[src/rtl/video_in_wb_dma.sv]
// ---------------------------------------------------------------------------
// video_in_wb_dma
// Drains 32-bit pixel packs (4 pixels each) from the video input FIFO and
// writes them into the RAM frame buffer as fixed-length, locked Wishbone
// write bursts. Raises a level interrupt once a full frame has been stored,
// or when the slave terminates a beat with ERR_I.
//
// Ports
//   clk, nRST            clock, synchronous active-low reset
//   data_fifo            FIFO head word (first-word-fall-through)
//   nb_pack_available    words currently held in the FIFO
//   r_ack                pop strobe, one per word accepted by the slave
//   wb_reg_data          frame buffer byte base address (bits [1:0] ignored)
//   wb_reg_ctr           [0] enable, [1] interrupt clear (level)
//   interrupt            frame-done / bus-error interrupt (level)
//   p_wb_*_O             Wishbone master write outputs
//   p_wb_ACK_I/ERR_I     Wishbone slave acknowledge / error
// ---------------------------------------------------------------------------
module video_in_wb_dma #(
   parameter int unsigned FRAME_W   = 640,
   parameter int unsigned FRAME_H   = 480,
   parameter int unsigned BURST_LEN = 8,
   parameter int unsigned CNT_W     = 6
) (
   input  logic             clk,
   input  logic             nRST,
   input  logic [31:0]      data_fifo,
   input  logic [CNT_W-1:0] nb_pack_available,
   output logic             r_ack,
   input  logic [31:0]      wb_reg_data,
   input  logic [31:0]      wb_reg_ctr,
   output logic             interrupt,
   output logic             p_wb_CYC_O,
   output logic             p_wb_STB_O,
   output logic             p_wb_LOCK_O,
   output logic [3:0]       p_wb_SEL_O,
   output logic [31:0]      p_wb_ADR_O,
   output logic [31:0]      p_wb_DAT_O,
   input  logic             p_wb_ACK_I,
   input  logic             p_wb_ERR_I
);

   localparam int unsigned FRAME_WORDS = FRAME_W * FRAME_H / 4;
   localparam int unsigned WCNT_W      = $clog2(FRAME_WORDS + 1);
   localparam int unsigned BCNT_W      = $clog2(BURST_LEN + 1);

   typedef enum logic [2:0] {
      S_IDLE,
      S_WAIT,
      S_BURST,
      S_DONE,
      S_ERR
   } state_t;

   state_t              state;
   state_t              state_nxt;
   logic                bus_on;
   logic [31:0]         base;
   logic [31:0]         adr;
   logic [WCNT_W-1:0]   wcnt;
   logic [BCNT_W-1:0]   bcnt;
   logic                stop_seen;
   logic                irq_q;
   logic                err_q;

   logic                enable;
   logic                irq_clr;
   logic                in_burst;
   logic                beat_ack;
   logic                beat_err;
   logic                frame_end;
   logic                last_beat;
   logic                stop_now;
   logic                irq_set;
   logic                fifo_ready;
   logic                unused_bits;

   assign enable      = wb_reg_ctr[0];
   assign irq_clr     = wb_reg_ctr[1];
   assign unused_bits = ^{wb_reg_data[1:0], wb_reg_ctr[31:2]};

   // Beat qualification; ERR_I overrides a simultaneous ACK_I.
   assign in_burst   = (state == S_BURST);
   assign beat_err   = in_burst & p_wb_ERR_I;
   assign beat_ack   = in_burst & p_wb_ACK_I & ~p_wb_ERR_I;
   assign frame_end  = ((32'(wcnt) + 32'd1) == FRAME_WORDS);
   // A burst also closes on the last word of the frame, so the frame never overruns.
   assign last_beat  = beat_ack & ((bcnt == BCNT_W'(BURST_LEN - 1)) | frame_end);
   // Disable seen at any point of the burst takes effect once the burst closes.
   assign stop_now   = stop_seen | ~enable;
   assign irq_set    = (state == S_DONE) | beat_err;
   assign fifo_ready = (32'(nb_pack_available) >= BURST_LEN);

   // Next-state logic
   always_comb begin
      state_nxt = state;
      case (state)
         S_IDLE:  if (enable) state_nxt = S_WAIT;
         S_WAIT: begin
            if (!enable)         state_nxt = S_IDLE;
            else if (fifo_ready) state_nxt = S_BURST;
         end
         S_BURST: begin
            if (beat_err)       state_nxt = S_ERR;
            else if (last_beat) begin
               if (frame_end)     state_nxt = S_DONE;
               else if (stop_now) state_nxt = S_IDLE;
               else               state_nxt = S_WAIT;
            end
         end
         S_DONE:  state_nxt = S_IDLE;
         S_ERR:   if (!enable) state_nxt = S_IDLE;
         default: state_nxt = S_IDLE;
      endcase
   end

   // State, counters, address and interrupt flags
   always_ff @(posedge clk) begin
      if (!nRST) begin
         state     <= S_IDLE;
         bus_on    <= 1'b0;
         base      <= '0;
         adr       <= '0;
         wcnt      <= '0;
         bcnt      <= '0;
         stop_seen <= 1'b0;
         irq_q     <= 1'b0;
         err_q     <= 1'b0;
      end else begin
         state  <= state_nxt;
         bus_on <= (state_nxt == S_BURST);

         // New frame: latch word-aligned base and restart the word count.
         if (state == S_IDLE && enable) begin
            base <= {wb_reg_data[31:2], 2'b00};
            wcnt <= '0;
         end

         if (!in_burst && state_nxt == S_BURST) begin
            bcnt      <= '0;
            stop_seen <= 1'b0;
         end else if (in_burst) begin
            if (!enable) stop_seen <= 1'b1;
            if (beat_ack) begin
               wcnt <= wcnt + WCNT_W'(1);
               bcnt <= bcnt + BCNT_W'(1);
            end
         end

         // Address is base + 4*wcnt, advanced by one word per accepted beat.
         if (state_nxt != S_BURST)  adr <= '0;
         else if (!in_burst)        adr <= base + (32'(wcnt) << 2);
         else if (beat_ack)         adr <= adr + 32'd4;

         // Setting has priority over the level clear.
         if (irq_set)      irq_q <= 1'b1;
         else if (irq_clr) irq_q <= 1'b0;

         if (beat_err)     err_q <= 1'b1;
         else if (irq_clr) err_q <= 1'b0;
      end
   end

   assign p_wb_CYC_O  = bus_on;
   assign p_wb_STB_O  = bus_on;
   assign p_wb_LOCK_O = bus_on;
   assign p_wb_SEL_O  = {4{bus_on}};
   assign p_wb_ADR_O  = adr;
   // Write data comes straight from the FWFT head; the pop follows the slave's ACK.
   assign p_wb_DAT_O  = bus_on ? data_fifo : 32'd0;
   assign r_ack       = beat_ack;
   assign interrupt   = irq_q | err_q;

endmodule

[config.mk]
export PLATFORM = sky130hd
export DESIGN_NAME = video_in_wb_dma
export DESIGN_NICKNAME = d
export VERILOG_FILES = /design/src/rtl/video_in_wb_dma.sv
export SDC_FILE = /design/constraint.sdc
export NUM_CORES = 1
export LEC_CHECK = 0
export ABC_AREA = 1
export CAP_MARGIN = 25
export CORE_ASPECT_RATIO = 1.5
export CORE_MARGIN = 2
export CORE_UTILIZATION = 24
export CTS_CLUSTER_DIAMETER = 200
export DETAILED_ROUTE_END_ITERATION = 16
export PLACE_DENSITY = 0.48
export REMOVE_ABC_BUFFERS = 1
export SLEW_MARGIN = 15
export SYNTH_ARGS = -nofsm -noshare
export SYNTH_HDL_FRONTEND = slang
export SYNTH_SLANG_ARGS = --single-unit
export TNS_END_PERCENT = 1
[constraint.sdc]
create_clock -name clk -period 7.75 [get_ports clk]
set_input_delay 1.9375 -clock clk [delete_from_list [all_inputs] [get_ports clk]]
set_output_delay 1.9375 -clock clk [all_outputs]
set_load 0.02 [all_outputs]
==> Word-level counts from Yosys, hierarchy flattened <==
Cells that the tools add are included.
W data, S select, Z words.
{ "classes": {"n_eq_ne": 9, "magnitude_cmp": 1, "addsub": 5, "bitwise": 11, "reduce_logical": 10, "mux": 19} }
{ "op_table": {"columns": ["cell", "n"], "rows": [
  ["$mux W32", 3],
  ["$mux W17", 4],
  ["$add A32 B19 Y32", 1],
  ["$add A32 B3 Y32 const B", 1],
  ["$add A17 B1 Y18 const B", 1],
  ["$eq A18 B17 Y1 const B", 1],
  ["$mux W3", 6],
  ["$add A17 B1 Y17 const B", 1],
  ["$pmux W3 S4", 1],
  ["$eq A3 B2 Y1 const B", 3],
  ["$ge A6 B4 Y1 const B", 1],
  ["$add A4 B1 Y4 const B", 1],
  ["$and A1 B1 Y1", 4],
  ["$eq A4 B3 Y1 const B", 1],
  ["$mux W1", 4],
  ["$or A1 B1 Y1", 4],
  ["$reduce_and A2 Y1", 2],
  ["$reduce_bool A2 Y1", 2],
  ["$reduce_or A2 Y1", 2],
  ["$eq A3 B1 Y1 const B", 1],
  ["$eq A3 B3 Y1 const B", 1],
  ["$logic_not A3 Y1", 1],
  ["$ne A3 B2 Y1 const B", 1],
  ["$not A1 Y1", 3],
  ["4 further kinds", 5]
]} }
{ "totals": {"wordCells": 64, "out_inout_bits": 73, "ff_bits": 90} }

==> Depth between registers and ports, before layout <==
{ "logic_depth": {"depth_word": 10, "ltp_mapped": 16, "depth_no_buf": 16} }

==> Worst setup path after synthesis <==
Ideal clock, no wire load.
{ "synth_timing": {"kind": "input-to-output", "startpoint": "in p_wb_ERR_I", "endpoint": "out r_ack", "arrival_ns": 2.631, "path_buffers": 1, "slack_ns": 3.181, "required_ns": 5.812, "stages": 4, "cell_sequence": "nor2_1 > nand2_1 > inv_2 > clkbuf_1"} }
{ "synth_via": {"elab_chain_cells": 2} }
{ "synth_rtl": {"columns": ["element", "line", "rtl"], "rows": [
  ["start, declared", "40", "input logic p_wb_ERR_I"],
  ["$not A1 Y1", "85", "assign beat_ack = in_burst & p_wb_ACK_I & ~p_wb_ERR_I;"],
  ["$and A1 B1 Y1", "85", null],
  ["end, declared", "29", "output logic r_ack,"]
]} }
Every way passes these cells.

==> Final worst setup path <==
Same ends and word-level chain as after synthesis.

==> flow_results.xml <==
<?xml version="1.0" encoding="UTF-8"?>
<metrics>
  <group name="run_status">
    <metric name="status" unit="">completed</metric>
  </group>
  <group name="worst_setup_path">
    <metric name="worst_path_max_delay_cell" unit="">sky130_fd_sc_hd__clkdlybuf4s50_1</metric>
    <metric name="crit_path_start" unit="">p_wb_ERR_I</metric>
    <metric name="crit_path_frequent_cell" unit="">sky130_fd_sc_hd__clkdlybuf4s50_1</metric>
    <metric name="critical-path-max-stage-delay" unit="ps">640</metric>
    <metric name="worst_setup_path_start_kind" unit="">input port</metric>
    <metric name="timing.critical_path.fanout_max" unit="">20</metric>
    <metric name="r2r_start" unit="">state[1]</metric>
    <metric name="ff2ff_setup_slack" unit="ps">3890</metric>
    <metric name="worst_path_required_time" unit="ps">5810</metric>
    <metric name="timing.critical_path.cells" unit="">clkdlybuf4s50_1 -&gt; nor2_1 -&gt; nand2_1 -&gt; inv_2 -&gt; clkdlybuf4s50_1</metric>
    <metric name="worst-setup-path-type" unit="">in -&gt; out</metric>
    <metric name="worst_ep_arrival_time" unit="ps">3850</metric>
    <metric name="critPathCaptureType" unit="">output pin</metric>
  </group>
  <group name="pwr">
    <metric name="switching_power_share_of_the_total" unit="%">27.9</metric>
    <metric name="max-vdd-ir-drop" unit="mV">0.105</metric>
    <metric name="p_total" unit="µW">1060</metric>
    <metric name="power.share.combinational" unit="%">16.1</metric>
    <metric name="power.density_cell_area" unit="mW/mm²">123</metric>
    <metric name="power.internal" unit="µW">767</metric>
    <metric name="static-leakage-power" unit="µW">0.00355</metric>
    <metric name="share_clk_of_total_power" unit="%">38.3</metric>
    <metric name="netSwitchingPower" unit="µW">297</metric>
    <metric name="seq_power_share" unit="%">45.6</metric>
  </group>
  <group name="placement">
    <metric name="port_buffers" unit="">141</metric>
    <metric name="dp_hpwl" unit="µm">18400</metric>
    <metric name="gp_congestion" unit="">0.898</metric>
  </group>
  <group name="clock_tree">
    <metric name="clkSinkCount" unit="">88</metric>
    <metric name="clock_latency" unit="ps">360</metric>
    <metric name="cts_max_path_buffers" unit="">2</metric>
    <metric name="cts_setup_buffers" unit="">0</metric>
    <metric name="cts.hold.buffers_added" unit="">0</metric>
    <metric name="cts_max_level" unit="">3</metric>
    <metric name="worst_setup_hold_path_clk_slew" unit="ps">60</metric>
    <metric name="tritoncts" unit="">yes</metric>
    <metric name="cts-buffers-inserted" unit="">9</metric>
    <metric name="cts-resized-gates" unit="">0</metric>
    <metric name="clock_tree.root_cell" unit="">sky130_fd_sc_hd__clkbuf_16</metric>
  </group>
  <group name="sta">
    <metric name="setup_viol" unit="">0</metric>
    <metric name="finalCritPeriodShare" unit="%">74.7</metric>
    <metric name="final-max-slew-violation-count" unit="">0</metric>
    <metric name="rsz0062_at_grt" unit="">no</metric>
    <metric name="fin_skew" unit="ps">10.2</metric>
    <metric name="max_freq" unit="GHz">0.173</metric>
    <metric name="min_period" unit="ps">5790</metric>
    <metric name="timing_hold_violations_final" unit="">0</metric>
    <metric name="tns" unit="ps">0</metric>
    <metric name="max_slew.worst_pin.slew" unit="ps">921</metric>
    <metric name="timing.max_slew.rel_slack" unit="%">38.5</metric>
  </group>
  <group name="synthesis">
    <metric name="yosysSeqAreaShare" unit="%">26.2</metric>
    <metric name="synth.cell_area" unit="mm²">0.00671</metric>
    <metric name="syn_area_cell" unit="µm²">6.08</metric>
    <metric name="ys_types" unit="">46</metric>
    <metric name="synth_largest_area_cell" unit="">sky130_fd_sc_hd__dfxtp_1</metric>
    <metric name="synthCells" unit="">1103</metric>
    <metric name="post-synth-top-area-fraction" unit="%">26.2</metric>
    <metric name="postSynth.asyncResetShare" unit="%">0</metric>
    <metric name="yosysMostFrequentCell" unit="">sky130_fd_sc_hd__nand2_1</metric>
    <metric name="ys.flop_type" unit="">sky130_fd_sc_hd__dfxtp_1</metric>
    <metric name="ys_warn_count" unit="">0</metric>
    <metric name="synth_commonest_cells" unit="">sky130_fd_sc_hd__nand2_1 (272), sky130_fd_sc_hd__inv_1 (148), sky130_fd_sc_hd__nor2_1 (133)</metric>
    <metric name="netlist_top_cells_area" unit="">sky130_fd_sc_hd__dfxtp_1 (26%), sky130_fd_sc_hd__nand2_1 (15%), sky130_fd_sc_hd__inv_1 (8.3%), sky130_fd_sc_hd__nor2_1 (7.4%), sky130_fd_sc_hd__a21oi_1 (6.4%)</metric>
    <metric name="synth-seq-cells" unit="">88</metric>
    <metric name="synth_edf_count" unit="">0</metric>
  </group>
  <group name="hold_path">
    <metric name="hold_start" unit="">stop_seen</metric>
    <metric name="timing.hold.worst.class" unit="">reg -&gt; reg</metric>
  </group>
  <group name="drt">
    <metric name="met2_wirelength" unit="µm">12100</metric>
    <metric name="antenna_left" unit="">0</metric>
    <metric name="drcViolationCount" unit="">0</metric>
    <metric name="drt_first_iter_violations" unit="">305</metric>
    <metric name="highest_layer" unit="">met4</metric>
    <metric name="detail_route.vias_per_cell" unit="">4.61</metric>
    <metric name="routed-wl-met3" unit="µm">874</metric>
    <metric name="detail_route.wirelength.met1" unit="µm">9320</metric>
    <metric name="drt_pass1_iterations" unit="">5</metric>
    <metric name="routed-via-count" unit="">7254</metric>
    <metric name="drt_wl_total" unit="µm">23100</metric>
    <metric name="routedWlPerCell" unit="µm">14.7</metric>
  </group>
  <group name="floorplanning">
    <metric name="core.rowCount" unit="">75</metric>
    <metric name="initial_core_utilization" unit="%">24.2</metric>
    <metric name="chipWidth" unit="µm">141</metric>
    <metric name="die_area" unit="mm²">0.0293</metric>
    <metric name="dieHeight" unit="µm">209</metric>
    <metric name="ioPinCount" unit="">179</metric>
    <metric name="core_region" unit="mm²">0.0278</metric>
  </group>
  <group name="grt">
    <metric name="grt_first_pass_wirelength" unit="µm">36300</metric>
    <metric name="grt_overflow_total" unit="">0</metric>
    <metric name="first_global_vias" unit="">7153</metric>
    <metric name="grt_util_all_layers" unit="%">15.6</metric>
    <metric name="grt_start_max_net_pins" unit="">41</metric>
    <metric name="initial_antenna_violation_count" unit="">0</metric>
  </group>
  <group name="final_layout">
    <metric name="flow.area_growth_from_synthesis" unit="%">28.9</metric>
    <metric name="antennaDiodeCount" unit="">0</metric>
    <metric name="post_route_cells_drive_above_1_share" unit="%">6.04</metric>
    <metric name="final_nets" unit="">1351</metric>
  </group>
  <group name="flow_run">
    <metric name="max_cap_viol_count" unit="">0</metric>
  </group>
</metrics>
## cells in the final DEF (no fill, tap or decap), types with 3 or more instances in the layout
| cell type | instances |
|---|---|
| sky130_fd_sc_hd__nor3_1 | 24 |
| sky130_fd_sc_hd__nor2_1 | 133 |
| sky130_fd_sc_hd__o221ai_1 | 5 |
| sky130_fd_sc_hd__o211ai_1 | 6 |
| sky130_fd_sc_hd__nand4_1 | 24 |
| sky130_fd_sc_hd__xnor2_1 | 4 |
| sky130_fd_sc_hd__nor2_2 | 23 |
| sky130_fd_sc_hd__nand2_2 | 7 |
| sky130_fd_sc_hd__or2_2 | 6 |
| sky130_fd_sc_hd__clkbuf_16 | 9 |
| sky130_fd_sc_hd__nor2_4 | 13 |
| sky130_fd_sc_hd__a21o_1 | 4 |
| sky130_fd_sc_hd__xor2_1 | 17 |
| sky130_fd_sc_hd__o21ai_0 | 71 |
| sky130_fd_sc_hd__o31ai_1 | 3 |
| sky130_fd_sc_hd__inv_1 | 148 |
| sky130_fd_sc_hd__nand2_1 | 272 |
| sky130_fd_sc_hd__inv_2 | 4 |
| sky130_fd_sc_hd__nand3b_1 | 3 |
| sky130_fd_sc_hd__nor4_1 | 10 |
| sky130_fd_sc_hd__a21oi_1 | 86 |
| sky130_fd_sc_hd__buf_4 | 5 |
| sky130_fd_sc_hd__clkbuf_1 | 3 |
| sky130_fd_sc_hd__ha_1 | 21 |
| sky130_fd_sc_hd__clkdlybuf4s50_1 | 141 |
| sky130_fd_sc_hd__dfxtp_1 | 88 |
| sky130_fd_sc_hd__nand3_1 | 72 |
## logic make-up (layout without fill, tap and decap cells)
kind of cell,after synthesis,after routing,synth area share (%)
fa+ha+maj,22,22,4.21
compound gates,184,184,14.8
flops,88,88,26.2
mux,1,1,0.149
other cells,1,2,0.0559
buf+inv,192,314,11.7
simple gates,594,594,40.0
xor+xnor,21,21,2.74
## final cells by class
class / instances / area [µm²]
Sequential cell: 88 / 1760
Clock buffer: 13 / 250
Multi-Input combinational cell: 824 / 4170
Inverter: 153 / 574
Clock inverter: 1 / 5.00
Tap cell: 346 / 433
Fill cell: 3136 / 19100
Timing Repair Buffer: 147 / 1460
## critical path, delay by kind of cell
family,cells,cell delay (ps)
buffers and inverters,3,1260
and+or+nand+nor,2,660
## registers in the layout, summed over array words and instances, names as in the netlist
| register | flops |
|---|---|
| err_q | 1 |
| bcnt | 4 |
| base | 30 |
| stop_seen | 1 |
| p_wb_ADR_O | 30 |
| state | 3 |
| p_wb_CYC_O | 1 |
| wcnt | 17 |
| irq_q | 1 |
## worst paths after layout
path | endpoint | cells past startpoint
setup / recovery | r_ack | 5
hold / removal | stop_seen | 2
setup reg to reg | p_wb_ADR_O[3] | 14
hold reg to reg | stop_seen | 2
## metrics by stage
step	worst slack, ps	cells	util [%]	hold slack [ps]	area [µm²]
2_1_floorplan	3080	1065	-	431	6500
3_3_place_gp	1940	1557	30.2	443	8380
3_5_place_dp	1940	1558	30.2	455	8400
4_1_cts	1940	1572	31.2	464	8650
5_1_grt	1820	1572	31.2	497	8650
6_report	1960	1572	31.2	463	8650
## power by group through the flow
| stage | combinational, µW | sequential [µW] | clock [µW] |
|---|---|---|---|
| after floorplan | 89.7 | 492 | 0 |
| after global placement | 171 | 497 | 0 |
| after detailed placement | 172 | 496 | 0 |
| after CTS | 173 | 486 | 418 |
| after global routing | 190 | 487 | 432 |
| final | 171 | 485 | 407 |
## routing by layer
metal,global-route usage (%),up-vias
met2,30.5,193
met3,2.31,46
met1,16.2,3226
met4,6.59,0
met5,0,-
li1,-,3789
(Power assumes the default switching activity.)
